[src/rtl/cnt_wrap_mon_if.sv]
// Event stream from the wrap monitor: one {dir, ts} entry per beat,
// transferred when valid and ready are both high.
interface cnt_wrap_mon_if #(
  parameter int TS_W = 16
);
  logic            valid;
  logic            ready;
  logic            dir;
  logic [TS_W-1:0] ts;

  modport master (output valid, output dir, output ts, input ready);
  modport slave  (input valid, input dir, input ts, output ready);
endinterface

[src/rtl/cnt_wrap_mon.sv]
// Watches an external up/down counter for natural wrap-arounds, timestamps them
// into a small event FIFO and keeps saturating wrap/drop statistics.
module cnt_wrap_mon #(
  parameter int WIDTH = 4,
  parameter int DEPTH = 4,
  parameter int TS_W  = 16
) (
  input  logic             clk,
  input  logic             rst,
  input  logic             en_i,
  input  logic [WIDTH-1:0] count_i,
  input  logic             load_en_i,
  input  logic             down_i,
  cnt_wrap_mon_if.master   evt,
  output logic [7:0]       wrap_up_cnt_o,
  output logic [7:0]       wrap_dn_cnt_o,
  output logic [7:0]       drop_cnt_o
);

  localparam int AW = $clog2(DEPTH);

  // state    | meaning
  // DISARMED | previous sample invalid (en was low or just reset)
  // ARMED    | previous sample valid, wrap detection possible
  typedef enum logic {DISARMED = 1'b0, ARMED = 1'b1} state_e;

  state_e           state_q, state_d;
  logic             armed;
  logic [TS_W-1:0]  ts_q;
  logic [WIDTH-1:0] prev_count_q;
  logic             prev_load_q;
  logic             prev_down_q;

  always_ff @(posedge clk) begin
    if (rst) state_q <= DISARMED;
    else     state_q <= state_d;
  end

  always_comb begin
    state_d = en_i ? ARMED : DISARMED;
  end

  always_comb begin
    armed = (state_q == ARMED);
  end

  always_ff @(posedge clk) begin
    if (rst) begin
      ts_q         <= '0;
      prev_count_q <= '0;
      prev_load_q  <= 1'b0;
      prev_down_q  <= 1'b0;
    end else begin
      ts_q         <= ts_q + TS_W'(1);
      prev_count_q <= count_i;
      prev_load_q  <= load_en_i;
      prev_down_q  <= down_i;
    end
  end

  // A loaded value that happens to look like a wrap is not an event.
  logic up_wrap, dn_wrap, det;
  always_comb begin
    up_wrap = !prev_down_q && (prev_count_q == '1) && (count_i == '0);
    dn_wrap =  prev_down_q && (prev_count_q == '0) && (count_i == '1);
    det     = armed && en_i && !prev_load_q && (up_wrap || dn_wrap);
  end

  logic [TS_W:0] mem_q [DEPTH];
  logic [AW-1:0] wr_ptr_q, rd_ptr_q;
  logic [AW:0]   occ_q, occ_d;
  logic          valid_q;
  logic          full, pop, push, drop;

  always_comb begin
    full  = (occ_q == (AW+1)'(DEPTH));
    pop   = valid_q && evt.ready;
    push  = det && (!full || pop);
    drop  = det && full && !pop;
    occ_d = occ_q + (AW+1)'(push) - (AW+1)'(pop);
  end

  // When full with a simultaneous pop, wr_ptr equals rd_ptr: the head is read
  // this cycle and overwritten at the edge, which is the intended behaviour.
  always_ff @(posedge clk) begin
    if (rst) begin
      for (int i = 0; i < DEPTH; i++) mem_q[i] <= '0;
      wr_ptr_q <= '0;
      rd_ptr_q <= '0;
      occ_q    <= '0;
      valid_q  <= 1'b0;
    end else begin
      if (push) begin
        mem_q[wr_ptr_q] <= {prev_down_q, ts_q};
        wr_ptr_q        <= wr_ptr_q + AW'(1);
      end
      if (pop) rd_ptr_q <= rd_ptr_q + AW'(1);
      occ_q   <= occ_d;
      valid_q <= (occ_d != '0);
    end
  end

  assign evt.valid = valid_q;
  assign evt.dir   = mem_q[rd_ptr_q][TS_W];
  assign evt.ts    = mem_q[rd_ptr_q][TS_W-1:0];

  always_ff @(posedge clk) begin
    if (rst) begin
      wrap_up_cnt_o <= '0;
      wrap_dn_cnt_o <= '0;
      drop_cnt_o    <= '0;
    end else begin
      if (det && up_wrap && wrap_up_cnt_o != 8'hFF) wrap_up_cnt_o <= wrap_up_cnt_o + 8'd1;
      if (det && dn_wrap && wrap_dn_cnt_o != 8'hFF) wrap_dn_cnt_o <= wrap_dn_cnt_o + 8'd1;
      if (drop && drop_cnt_o != 8'hFF)              drop_cnt_o    <= drop_cnt_o + 8'd1;
    end
  end

endmodule

[src/flat_wrapper.sv]
// flat-port wrapper written by rule: the top's interface ports become plain ports
module cnt_wrap_mon_flat 
#(
  parameter int WIDTH = 4,
  parameter int DEPTH = 4,
  parameter int TS_W  = 16
)
  (clk, rst, en_i, count_i, load_en_i, down_i, wrap_up_cnt_o, wrap_dn_cnt_o, drop_cnt_o, evt_valid, evt_dir, evt_ts, evt_ready);
  cnt_wrap_mon_if #(.TS_W(TS_W)) evt_i ();
  input  logic clk;
  input  logic rst;
  input  logic en_i;
  input  logic [WIDTH-1:0] count_i;
  input  logic load_en_i;
  input  logic down_i;
  output logic [7:0] wrap_up_cnt_o;
  output logic [7:0] wrap_dn_cnt_o;
  output logic [7:0] drop_cnt_o;
  output wire logic [$bits(evt_i.valid)-1:0] evt_valid;
  output wire logic [$bits(evt_i.dir)-1:0] evt_dir;
  output wire logic [$bits(evt_i.ts)-1:0] evt_ts;
  input wire logic [$bits(evt_i.ready)-1:0] evt_ready;
  assign evt_valid = evt_i.valid;
  assign evt_dir = evt_i.dir;
  assign evt_ts = evt_i.ts;
  assign evt_i.ready = evt_ready;
  cnt_wrap_mon #(.WIDTH(WIDTH), .DEPTH(DEPTH), .TS_W(TS_W)) u_core (.clk(clk), .rst(rst), .en_i(en_i), .count_i(count_i), .load_en_i(load_en_i), .down_i(down_i), .evt(evt_i), .wrap_up_cnt_o(wrap_up_cnt_o), .wrap_dn_cnt_o(wrap_dn_cnt_o), .drop_cnt_o(drop_cnt_o));
endmodule
[config.mk]
export PLATFORM = sky130hd
export DESIGN_NAME = cnt_wrap_mon_flat
export DESIGN_NICKNAME = d
export VERILOG_FILES = /design/src/rtl/cnt_wrap_mon_if.sv /design/src/rtl/cnt_wrap_mon.sv /design/src/flat_wrapper.sv
export SDC_FILE = /design/constraint.sdc
export NUM_CORES = 1
export LEC_CHECK = 0
export ABC_AREA = 1
export BUFFER_PORTS_ARGS = -buffer_cell sky130_fd_sc_hd__buf_2
export CAP_MARGIN = 20
export CORE_UTILIZATION = 55
export CTS_BUF_LIST = sky130_fd_sc_hd__clkbuf_4
export CTS_CLUSTER_SIZE = 25
export DETAILED_ROUTE_END_ITERATION = 16
export PLACE_DENSITY = 0.76
export SYNTH_ARGS = -nofsm -noshare
export SYNTH_HDL_FRONTEND = slang
export SYNTH_SLANG_ARGS = --single-unit
[constraint.sdc]
create_clock -name clk -period 3.3 [get_ports clk]
set_input_delay 0.66 -clock clk [delete_from_list [all_inputs] [get_ports clk]]
set_output_delay 0.66 -clock clk [all_outputs]
set_load 0.01 [all_outputs]
* Yosys cells after proc, flatten, opt, wreduce, memory -nomap -nowiden *
Memories as Yosys holds them, arrays and structs flattened. A register that Yosys moved wholly into a read port is not among the register bits.
Index checks and enable logic that the tools add are counted.

cells by class
  multiplexer cells = 11
  $add $sub $neg = 8
  reduce and logical (&&, ||, !) cells = 26
  eq/ne operators = 6

operators with widths
  operator                                       number
  adder 8 x 1 -> 8 bit, second input constant    3
  != test 8 bit, second input constant           3
  two-way mux 17 bit                             1
  OR reduction 17 bit                            1
  adder 16 x 1 -> 16 bit, second input constant  1
  logical AND 1 bit                              16
  equality test 4 bit, second input constant     2
  zero test 4 bit                                2
  two-way mux 1 bit                              7
  two-way mux 2 bit                              3
  adder 2 x 1 -> 2 bit, second input constant    2
  zero test 1 bit                                4
  adder 3 x 1 -> 3 bit                           1
  equality test 3 bit, second input constant     1
  nonzero test 3 bit                             1
  subtractor 3 x 1 -> 3 bit                      1
  logical OR 1 bit                               2

word-level totals
  memory bits (writable) = 68
  output and inout bits = 42
  word-level logic and storage cells = 64
  register bits = 55
  memories kept = 1

memory list
  name          depth  width  rd ports  clocked after memory_dff  write ports  RTL line            RTL
  u_core.mem_q  4      17     1         1                         4            cnt_wrap_mon.sv:69  logic [TS_W:0] mem_q [DEPTH];

* Longest topological paths before layout *
Gate-level depths: netlist of run 1.

  depth after elaboration = 11
  depth in mapped cells = 14
  mapped depth without buffers = 14

* Least setup slack after synthesis of run 1 *
Ideal clock, no wire load.

  path kind = input port to flip-flop
  from = input count_i[2]
  to = memory u_core.mem_q[3][0] (netlist bit) (enable)
  required time = 2.882 ns
  stages on the path = 7
  library setup time = 0.418 ns
  path slack = 0.352 ns
  data arrival time = 2.530 ns
  cells stage by stage = inv_1 > nand3_1 > nor2_1 > nand2_1 > nand2_2 > nand2_4 > o31ai_1

RTL lines
  item             RTL line            RTL
  start, declared  flat_wrapper.sv:13  input logic [WIDTH-1:0] count_i;
  end, declared    cnt_wrap_mon.sv:69

==> impl_metrics.ini, run 1 <==
[outcome]
status = finished clean

[yosys]
yosysWarnings = 0
yosysSeqAreaShare = 0.560
synth_area_mm2 = 0.00569
synth_xor_area_frac = 0.0200
synth.distinct_cells = 31
synth_mux_area_frac = 0
synth_compound_area_frac = 0.0924
synth_simple_gate_area_share = 0.235
synth_top_flop_cell = edfxtp_1
synth_cells = 644
synthArstFlopShare = 0
ys_ff_latch = 125
synth_edf_count = 68
syn_nets = 661
synthAdderAreaFrac = 0.0167
syn_area_per_cell_um2 = 8.83
synth_top_family_by_area = simple AND/OR/NAND/NOR gates

[place]
place_ws_ps = 771
gp_congestion = 0.893
place_area_mm2 = 0.00605
port_buffers = 51
place_hpwl_mm = 7.85
dp_cells = 813

[routing]
first_pass_iters = 5
drc = 0
wire_per_inst_um = 13.9
vias = 4505
routed_wl_mm = 11.7
detail-route-antenna-nets = 0
initialDrtViolationCount = 255
vias_per_cell = 5.33

[pwr]
powerDensity_mw_per_mm2 = 517
p_leak_nw = 2.47
net-switching-power_uw = 911
max-vdd-ir-drop_uv = 259
pwr-share-clk = 0.349
sw_frac_of_total = 0.277
pwr-share-comb = 0.124
finalPower_mw = 3.29
p_seq_frac = 0.527
cellInternalPower_mw = 2.38

[clock_tree]
root_buffer = clkbuf_4
cts_tree = built
clkTransAtPathRegs_ps = 110
post_cts_resize_count = 0
post_cts_buffers = 0
clk_latency_ps = 500
htreeDepth = 4
ctsHoldBuffers = 0
cts_buffers = 17
cts_num_sinks = 125
clockBufferDepth = 2

[floorplanning]
die_h_um = 104
die_x_um = 104
num_io_pins = 52
core_area_mm2 = 0.00991
row_count = 36
initial_core_util = 0.574
die_area_mm2 = 0.0107

[final_layout]
utilization = 0.642
post-route-cell-area_mm2 = 0.00636
drive_above_1_share = 0.162
antenna_cells = 0
final-instance-count-excl-fill = 845
synthToLayoutAreaGrowth_pct = 11.9
final_nets = 716

[timing]
rsz0062_at_grt = false
worst_pin_slew_ps = 753
fin_ws_ps = 556
fmax_mhz = 364
hold_violations = 0
min_period_over_period = 0.832
setup_viol = 0
max_slew_margin = 0.497
setup_tns_ps = 0
maxSlewViolCount = 0
hold_ws_ps = 358
worst_clock_skew_ps = 21.4
post-route-min-period_ps = 2740

[critical_path]
path_cells = inv_1, buf_4, o21ai_0, o22ai_1, buf_2
cp_data_arrival_time_ps = 2080
crit_required_ps = 2640
slowest_stage = inv_1
cp-start-kind = flip-flop
endpoint_kind = output port
crit_type = reg2out
cpPeakStageDelay_ps = 420
worstPathMaxFanout = 18

[worst_hold_path]
hold_path_class = in2reg

[global_routing]
overflow = 0
grt_max_degree = 53
grt_usage = 0.227
first_global_vias = 4294
grt_first_pass_wirelength_mm = 19.6
antenna_found_initial = 0

[flow_run]
cap_violations = 0
per-layer routing:
layer / global-route usage / vias to the layer above / wire [µm]
li1: - / 2265 / -
met1: 0.285 / 2088 / 5080
met2: 0.389 / 138 / 5800
met3: 0.0441 / 14 / 734
met4: 0.0857 / 0 / 128
met5: 0 / - / 0
state kept, by name, summed over array words and instances (netlist names), named ones only:
name / cells
u_core.prev_count_q: 4
u_core.prev_down_q: 1
u_core.wrap_dn_cnt_o: 8
u_core.wr_ptr_q: 2
u_core.armed: 1
u_core.rd_ptr_q: 2
u_core.drop_cnt_o: 8
u_core.evt.valid: 1
u_core.prev_load_q: 1
u_core.mem_q: 68
u_core.wrap_up_cnt_o: 8
u_core.occ_q: 3
u_core.ts_q: 16
synth_stat cells (all sizes together) (2+ instances only):
cell	count	area (µm²)
nor2	127	507
nand2	82	325
inv	75	282
edfxtp	68	2040
dfxtp	57	1140
o21ai	50	250
nor3	45	240
a21oi	28	140
nand3	28	150
o22ai	17	106
nand4	15	109
clkbuf	14	52.6
buf	10	78.8
xor2	9	78.8
ha	6	75.1
xnor2	4	35.0
clkinv	3	16.3
o31ai	2	15.0
power by group through the flow:
stage / Sequential (mW) / Combinational [mW] / Clock (mW)
after global placement: 1.76 / 0.394 / 0
after detailed placement: 1.77 / 0.410 / 0
after floorplan: 1.76 / 0.275 / 0
after CTS: 1.73 / 0.410 / 1.17
final: 1.73 / 0.409 / 1.15
after global routing: 1.74 / 0.464 / 1.23
area by class of cell:
cell class | count | area [µm²]
Timing Repair Buffer | 60 | 323
Tap cell | 133 | 166
Multi-Input combinational cell | 417 | 2080
Inverter | 78 | 298
Sequential cell | 125 | 3180
Fill cell | 845 | 3550
Clock buffer | 17 | 128
Clock inverter | 15 | 184
cell usage in the layout (no fill, tap or decap), types with 2 or more instances in the layout:
cell type and instances:
buf_4 9, nand3_1 26, o22ai_1 17, nor2_2 12, nand4_1 14, clkbuf_4 17
edfxtp_1 68, clkinvlp_4 3, dfxtp_1 57, clkinv_4 2, nand2_1 79, inv_1 75
xor2_1 9, o21ai_0 49, ha_1 6, nor3_1 42, nand2_4 2, buf_2 51
clkinv_2 2, nand3_2 2, inv_6 6, nor3_2 3, a21oi_1 28, bufinv_16 3
nor2_1 115, xnor2_1 4, clkinv_1 2
worst max-delay path: cells and delay by family, from the launching register on:
kind | cells | cell delay [ps]
AOI/OAI and AO/OA | 2 | 320
buffers and inverters | 3 | 920
DFF | 1 | 340
path summary, 6_finish.rpt:
check | start | end | slack, ps | cells past startpoint
max | flip-flop | evt_ts[4] | 560 | 5
min | load_en_i | u_core.prev_load_q | 360 | 3
max reg2reg | u_core.prev_count_q[3] | u_core.mem_q[0][8] | 1240 | 9
min reg2reg | u_core.ts_q[0] | u_core.ts_q[0] | 490 | 1
cells by family (layout without fill, tap and decap cells):
| logic type | after synthesis | count (layout) |
|---|---|---|
| AND/OR/NAND/NOR | 298 | 298 |
| flip-flops | 125 | 125 |
| buffers and inverters | 102 | 170 |
| AO/OA/AOI/OAI | 99 | 99 |
| XOR/XNOR | 13 | 13 |
| adder cells (fa/ha/maj) | 7 | 7 |
Note: power is estimated with default switching activity, not from simulation.
==> inputs of run 2 (changes only) <==
==> constraint.sdc (replaced) <==
create_clock -name clk -period 2.7 [get_ports clk]
set_input_delay 0.54 -clock clk [delete_from_list [all_inputs] [get_ports clk]]
set_output_delay 0.54 -clock clk [all_outputs]
set_load 0.01 [all_outputs]
==> impl_metrics.ini, run 2 (synthesized netlist as in run 1, its figures left out) <==
[critical_path]
slowest_stage = dfxtp_1
cp_data_arrival_time_ps = 1990
cpPeakStageDelay_ps = 400
r2r_end = u_core.evt.valid
timing.rr.start = u_core.prev_down_q
ff2ff_setup_slack_ps = 660
cp-start-kind = flip-flop
path_buf_inv = 3
critical_path_cell_count = 5
worstPathMaxFanout = 18
crit_type = reg2out
reg2regPathDepth = 13
crit_required_ps = 2160
critPathTopFamily = buffers and inverters
critical_path.endpoint = evt_ts[13]
path_cells = clkinvlp_4, buf_4, o21ai_0, o22ai_1, buf_2
endpoint_kind = output port

[global_routing]
overflow = 0
grt_max_degree = 53
first_global_vias = 4299
grt_first_pass_wirelength_mm = 20.3
grt_usage = 0.237
antenna_found_initial = 0

[timing]
setup_viol = 0
maxSlewViolCount = 0
worst_clock_skew_ps = 20.7
rsz0062_at_grt = false
hold_violations = 0
fmax_mhz = 396
setup_tns_ps = 0
worst_pin_slew_ps = 580
min_period_over_period = 0.936
post-route-min-period_ps = 2530
max_slew_margin = 0.611

[floorplanning]
num_io_pins = 52
die_area_mm2 = 0.0107
row_count = 36
die_x_um = 104
initial_core_util = 0.574
die_h_um = 104
core_area_mm2 = 0.00991

[outcome]
status = finished clean

[clock_tree]
cts_num_sinks = 125
cts_buffers = 17
ctsHoldBuffers = 0
root_buffer = clkbuf_4
clkTransAtPathRegs_ps = 120
clockBufferDepth = 2
cts_tree = built
clk_latency_ps = 520
htreeDepth = 4

[routing]
detail-route-antenna-nets = 0
vias = 4552
first_pass_iters = 7
wire_per_inst_um = 14.2
drc = 0
initialDrtViolationCount = 313
routed_wl_mm = 12.0
vias_per_cell = 5.37

[final_layout]
synthToLayoutAreaGrowth_pct = 12.2
top_regs = u_core.mem_q: 68 flops, u_core.ts_q: 16 flops
utilization = 0.644
final_common_cell = nor2_1
antenna_cells = 0
nFillCells = 806
largest-register = u_core.mem_q
post-route-cell-area_mm2 = 0.00638
largest_register_ffs = 68
final_nets = 718
drive_above_1_share = 0.165
mostFrequentLayoutCells = nor2_1 (115), nand2_1 (79), inv_1 (74), edfxtp_1 (68), dfxtp_1 (57)

[worst_hold_path]
hold_path_class = in2reg
min_from = down_i
hold_depth = 3

[pwr]
powerDensity_mw_per_mm2 = 631
p_leak_nw = 2.49
max-vdd-ir-drop_uv = 291

[flow_run]
cap_violations = 0

[place]
port_buffers = 51
place_hpwl_mm = 7.67
place_area_mm2 = 0.00606
gp_congestion = 0.869
run 2: how the worst min path moves through the flow:
stage	endpoint	slack, ps
2_1_floorplan	u_core.ts_q[0]	430
3_3_place_gp	u_core.ts_q[0]	460
3_5_place_dp	u_core.drop_cnt_o[0]	480
4_1_cts	u_core.prev_down_q	190
5_1_grt	u_core.prev_load_q	190
6_report	u_core.prev_down_q	230
run 2: timing repair:
action | in CTS | in global routing
setup endpoints to repair | 0 | 5
resized for setup | 0 | 1
buffers inserted | 0 | 0
run 2: layer usage:
metal / routed length [µm] / track usage / up-vias
li1: - / - / 2272
met1: 5220 / 0.303 / 2098
met2: 5850 / 0.407 / 169
met3: 845 / 0.0503 / 13
met4: 107 / 0.0694 / 0
met5: 0 / 0 / -
run 2: area by class of cell:
class	count	area (µm²)	area share
sequential	125	3180	0.499
clock buffer	18	135	0.0212
clock inverter	14	179	0.0280
multi-input combinational	417	2080	0.326
tap	133	166	0.0261
inverter	78	302	0.0473
timing repair buffer	62	338	0.0529
run 2: per-stage QoR:
| step | total power, mW | hold WS (ps) | cells | setup WS, ps |
|---|---|---|---|---|
| after floorplan | 2.49 | 430 | 644 | 400 |
| after global placement | 2.64 | 455 | 815 | 401 |
| after detailed placement | 2.66 | 484 | 815 | 348 |
| after CTS | 4.06 | 186 | 847 | 67.5 |
| after global routing | 4.20 | 194 | 847 | 32.6 |
| final | 4.03 | 225 | 847 | 174 |
run 2: power by group:
part           total [mW]  leakage, nW  internal, mW  switching (mW)
clock network        1.41        0.169         0.670           0.737
registers            2.11         1.15          2.08          0.0376
logic               0.508         1.17         0.175           0.332
run 2: worst reg2reg max path: stages (launching register included):
cell and delay, ps:
dfxtp_1 410, nor2_1 70, nand2_1 70, nor2_1 50, nand2_1 70, nand2_2 90
nand2_4 110, clkinv_4 90, ha_1 210, fa_1 360, inv_1 70, xor2_1 90
o31ai_1 200, inv_1 50
==> inputs of run 3 (changes only) <==
--- a/config.mk
+++ b/config.mk
@@ -12,7 +12,7 @@
 export CTS_BUF_LIST = sky130_fd_sc_hd__clkbuf_4
 export CTS_CLUSTER_SIZE = 25
 export DETAILED_ROUTE_END_ITERATION = 16
-export PLACE_DENSITY = 0.76
+export PLACE_DENSITY = 0.75
 export SYNTH_ARGS = -nofsm -noshare
 export SYNTH_HDL_FRONTEND = slang
 export SYNTH_SLANG_ARGS = --single-unit
==> impl_metrics.ini, run 3 (synthesized netlist as in run 1, its figures left out) <==
[final_layout]
final-instance-count-excl-fill = 847
antenna_cells = 0
largest-register = u_core.mem_q
final_nets = 718
utilization = 0.647
multiInputGateArea_mm2 = 0.00208
drive_above_1_share = 0.160
largest_register_ffs = 68
seq_area_mm2 = 0.00318
final_common_cell = nor2_1
post-route-cell-area_mm2 = 0.00641
mostFrequentLayoutCells = nor2_1 (115), nand2_1 (79), inv_1 (75), edfxtp_1 (68), dfxtp_1 (57)
top_regs = u_core.mem_q: 68 flops, u_core.ts_q: 16 flops
nFillCells = 831
synthToLayoutAreaGrowth_pct = 12.7

[worst_hold_path]
whs_endpoint = u_core.prev_load_q
hold_path_class = in2reg
hold_depth = 3
min_from = load_en_i

[clock_tree]
post_cts_buffers = 0
post_cts_resize_count = 0
clk_latency_ps = 520
root_buffer = clkbuf_4
cts_num_sinks = 125
clkTransAtPathRegs_ps = 110
htreeDepth = 4
clockBufferDepth = 2
cts_buffers = 17
ctsHoldBuffers = 0
cts_tree = built

[timing]
maxSlewViolCount = 0
fin_ws_ps = 198
setup_tns_ps = 0
max_slew_margin = 0.567
setup_viol = 0
min_period_over_period = 0.927
worst_pin_slew_ps = 649
hold_violations = 0
post-route-min-period_ps = 2500
fmax_mhz = 400
worst_clock_skew_ps = 13.3
rsz0062_at_grt = false

[global_routing]
grt_max_degree = 53
grt_usage = 0.239
grt_first_pass_wirelength_mm = 20.2
first_global_vias = 4308
antenna_found_initial = 0
overflow = 0

[floorplanning]
initial_core_util = 0.574
die_x_um = 104
num_io_pins = 52
die_area_mm2 = 0.0107
die_h_um = 104
row_count = 36
core_area_mm2 = 0.00991

[critical_path]
cpPeakStageDelay_ps = 350
r2r_end = u_core.evt.valid
cp-start-kind = flip-flop
path_cells = inv_1, buf_4, o21ai_0, o22ai_1, buf_2
worstPathMaxFanout = 18
reg2regPathDepth = 13
crit_type = reg2out
slowest_stage = inv_1
endpoint_kind = output port
ff2ff_setup_slack_ps = 630
cp_data_arrival_time_ps = 1960
crit_required_ps = 2160
timing.rr.start = u_core.prev_count_q[0]

[routing]
initialDrtViolationCount = 234
vias = 4590
wire_per_inst_um = 14.2
drc = 0
routed_wl_mm = 12.1
vias_per_cell = 5.42
detail-route-antenna-nets = 0
first_pass_iters = 6

[pwr]
powerDensity_mw_per_mm2 = 648
max-vdd-ir-drop_uv = 298
p_leak_nw = 2.50

[place]
port_buffers = 51
dp_cells = 815
gp_congestion = 0.860
place_area_mm2 = 0.00606
place_hpwl_mm = 7.82
place_ws_ps = 314

[outcome]
status = finished clean

[flow_run]
cap_violations = 0
-- run 3: cell types whose count changed in the layout (fill, tap and decap cells not counted), sizes merged --
cell and delta:
clkbuf -1, bufinv +2, inv -2, clkinvlp -1
clkinv +2
-- run 3: stage by stage --
stage	power, mW	hold slack [ps]
after floorplan	2.49	430
after global placement	2.64	449
after detailed placement	2.66	481
after CTS	4.19	173
after global routing	4.34	179
final	4.15	220
-- run 3: worst max path at each step --
stage                         end  slack, ps  cells past startpoint
2_1_floorplan  u_core.mem_q[3][0]        400                      7
3_3_place_gp     u_core.evt.valid        400                     12
3_5_place_dp     u_core.evt.valid        310                     12
4_1_cts                evt_ts[15]        110                      5
5_1_grt                evt_ts[15]          3                      5
6_report               evt_ts[15]        200                      5
-- run 3: area by class of cell --
| type | count | share of cell area |
|---|---|---|
| Clock buffer | 17 | 0.0199 |
| Inverter | 78 | 0.0465 |
| Sequential cell | 125 | 0.497 |
| Clock inverter | 15 | 0.0340 |
| Tap cell | 133 | 0.0260 |
| Timing Repair Buffer | 62 | 0.0527 |
| Multi-Input combinational cell | 417 | 0.324 |
-- run 3: critical path: cells and delay by family (launching register included) --
kind	cells	cell delay [ps]
compound gates	2	290
buf+inv	3	830
flops	1	330
-- run 3: per-layer routing --
| metal | global-route usage | vias to the layer above | part of all wire |
|---|---|---|---|
| met1 | 0.293 | 2129 | 0.43 |
| met2 | 0.406 | 166 | 0.50 |
| li1 | - | 2279 | - |
| met4 | 0.0949 | 0 | 0.012 |
| met5 | 0 | - | 0 |
| met3 | 0.0598 | 16 | 0.062 |
-- run 3: where the power goes --
| part | switching, mW | total (mW) | internal (mW) |
|---|---|---|---|
| Combinational | 0.331 | 0.505 | 0.175 |
| Clock | 0.705 | 1.53 | 0.829 |
| Sequential | 0.0367 | 2.11 | 2.08 |
| Total | 1.07 | 4.15 | 3.08 |
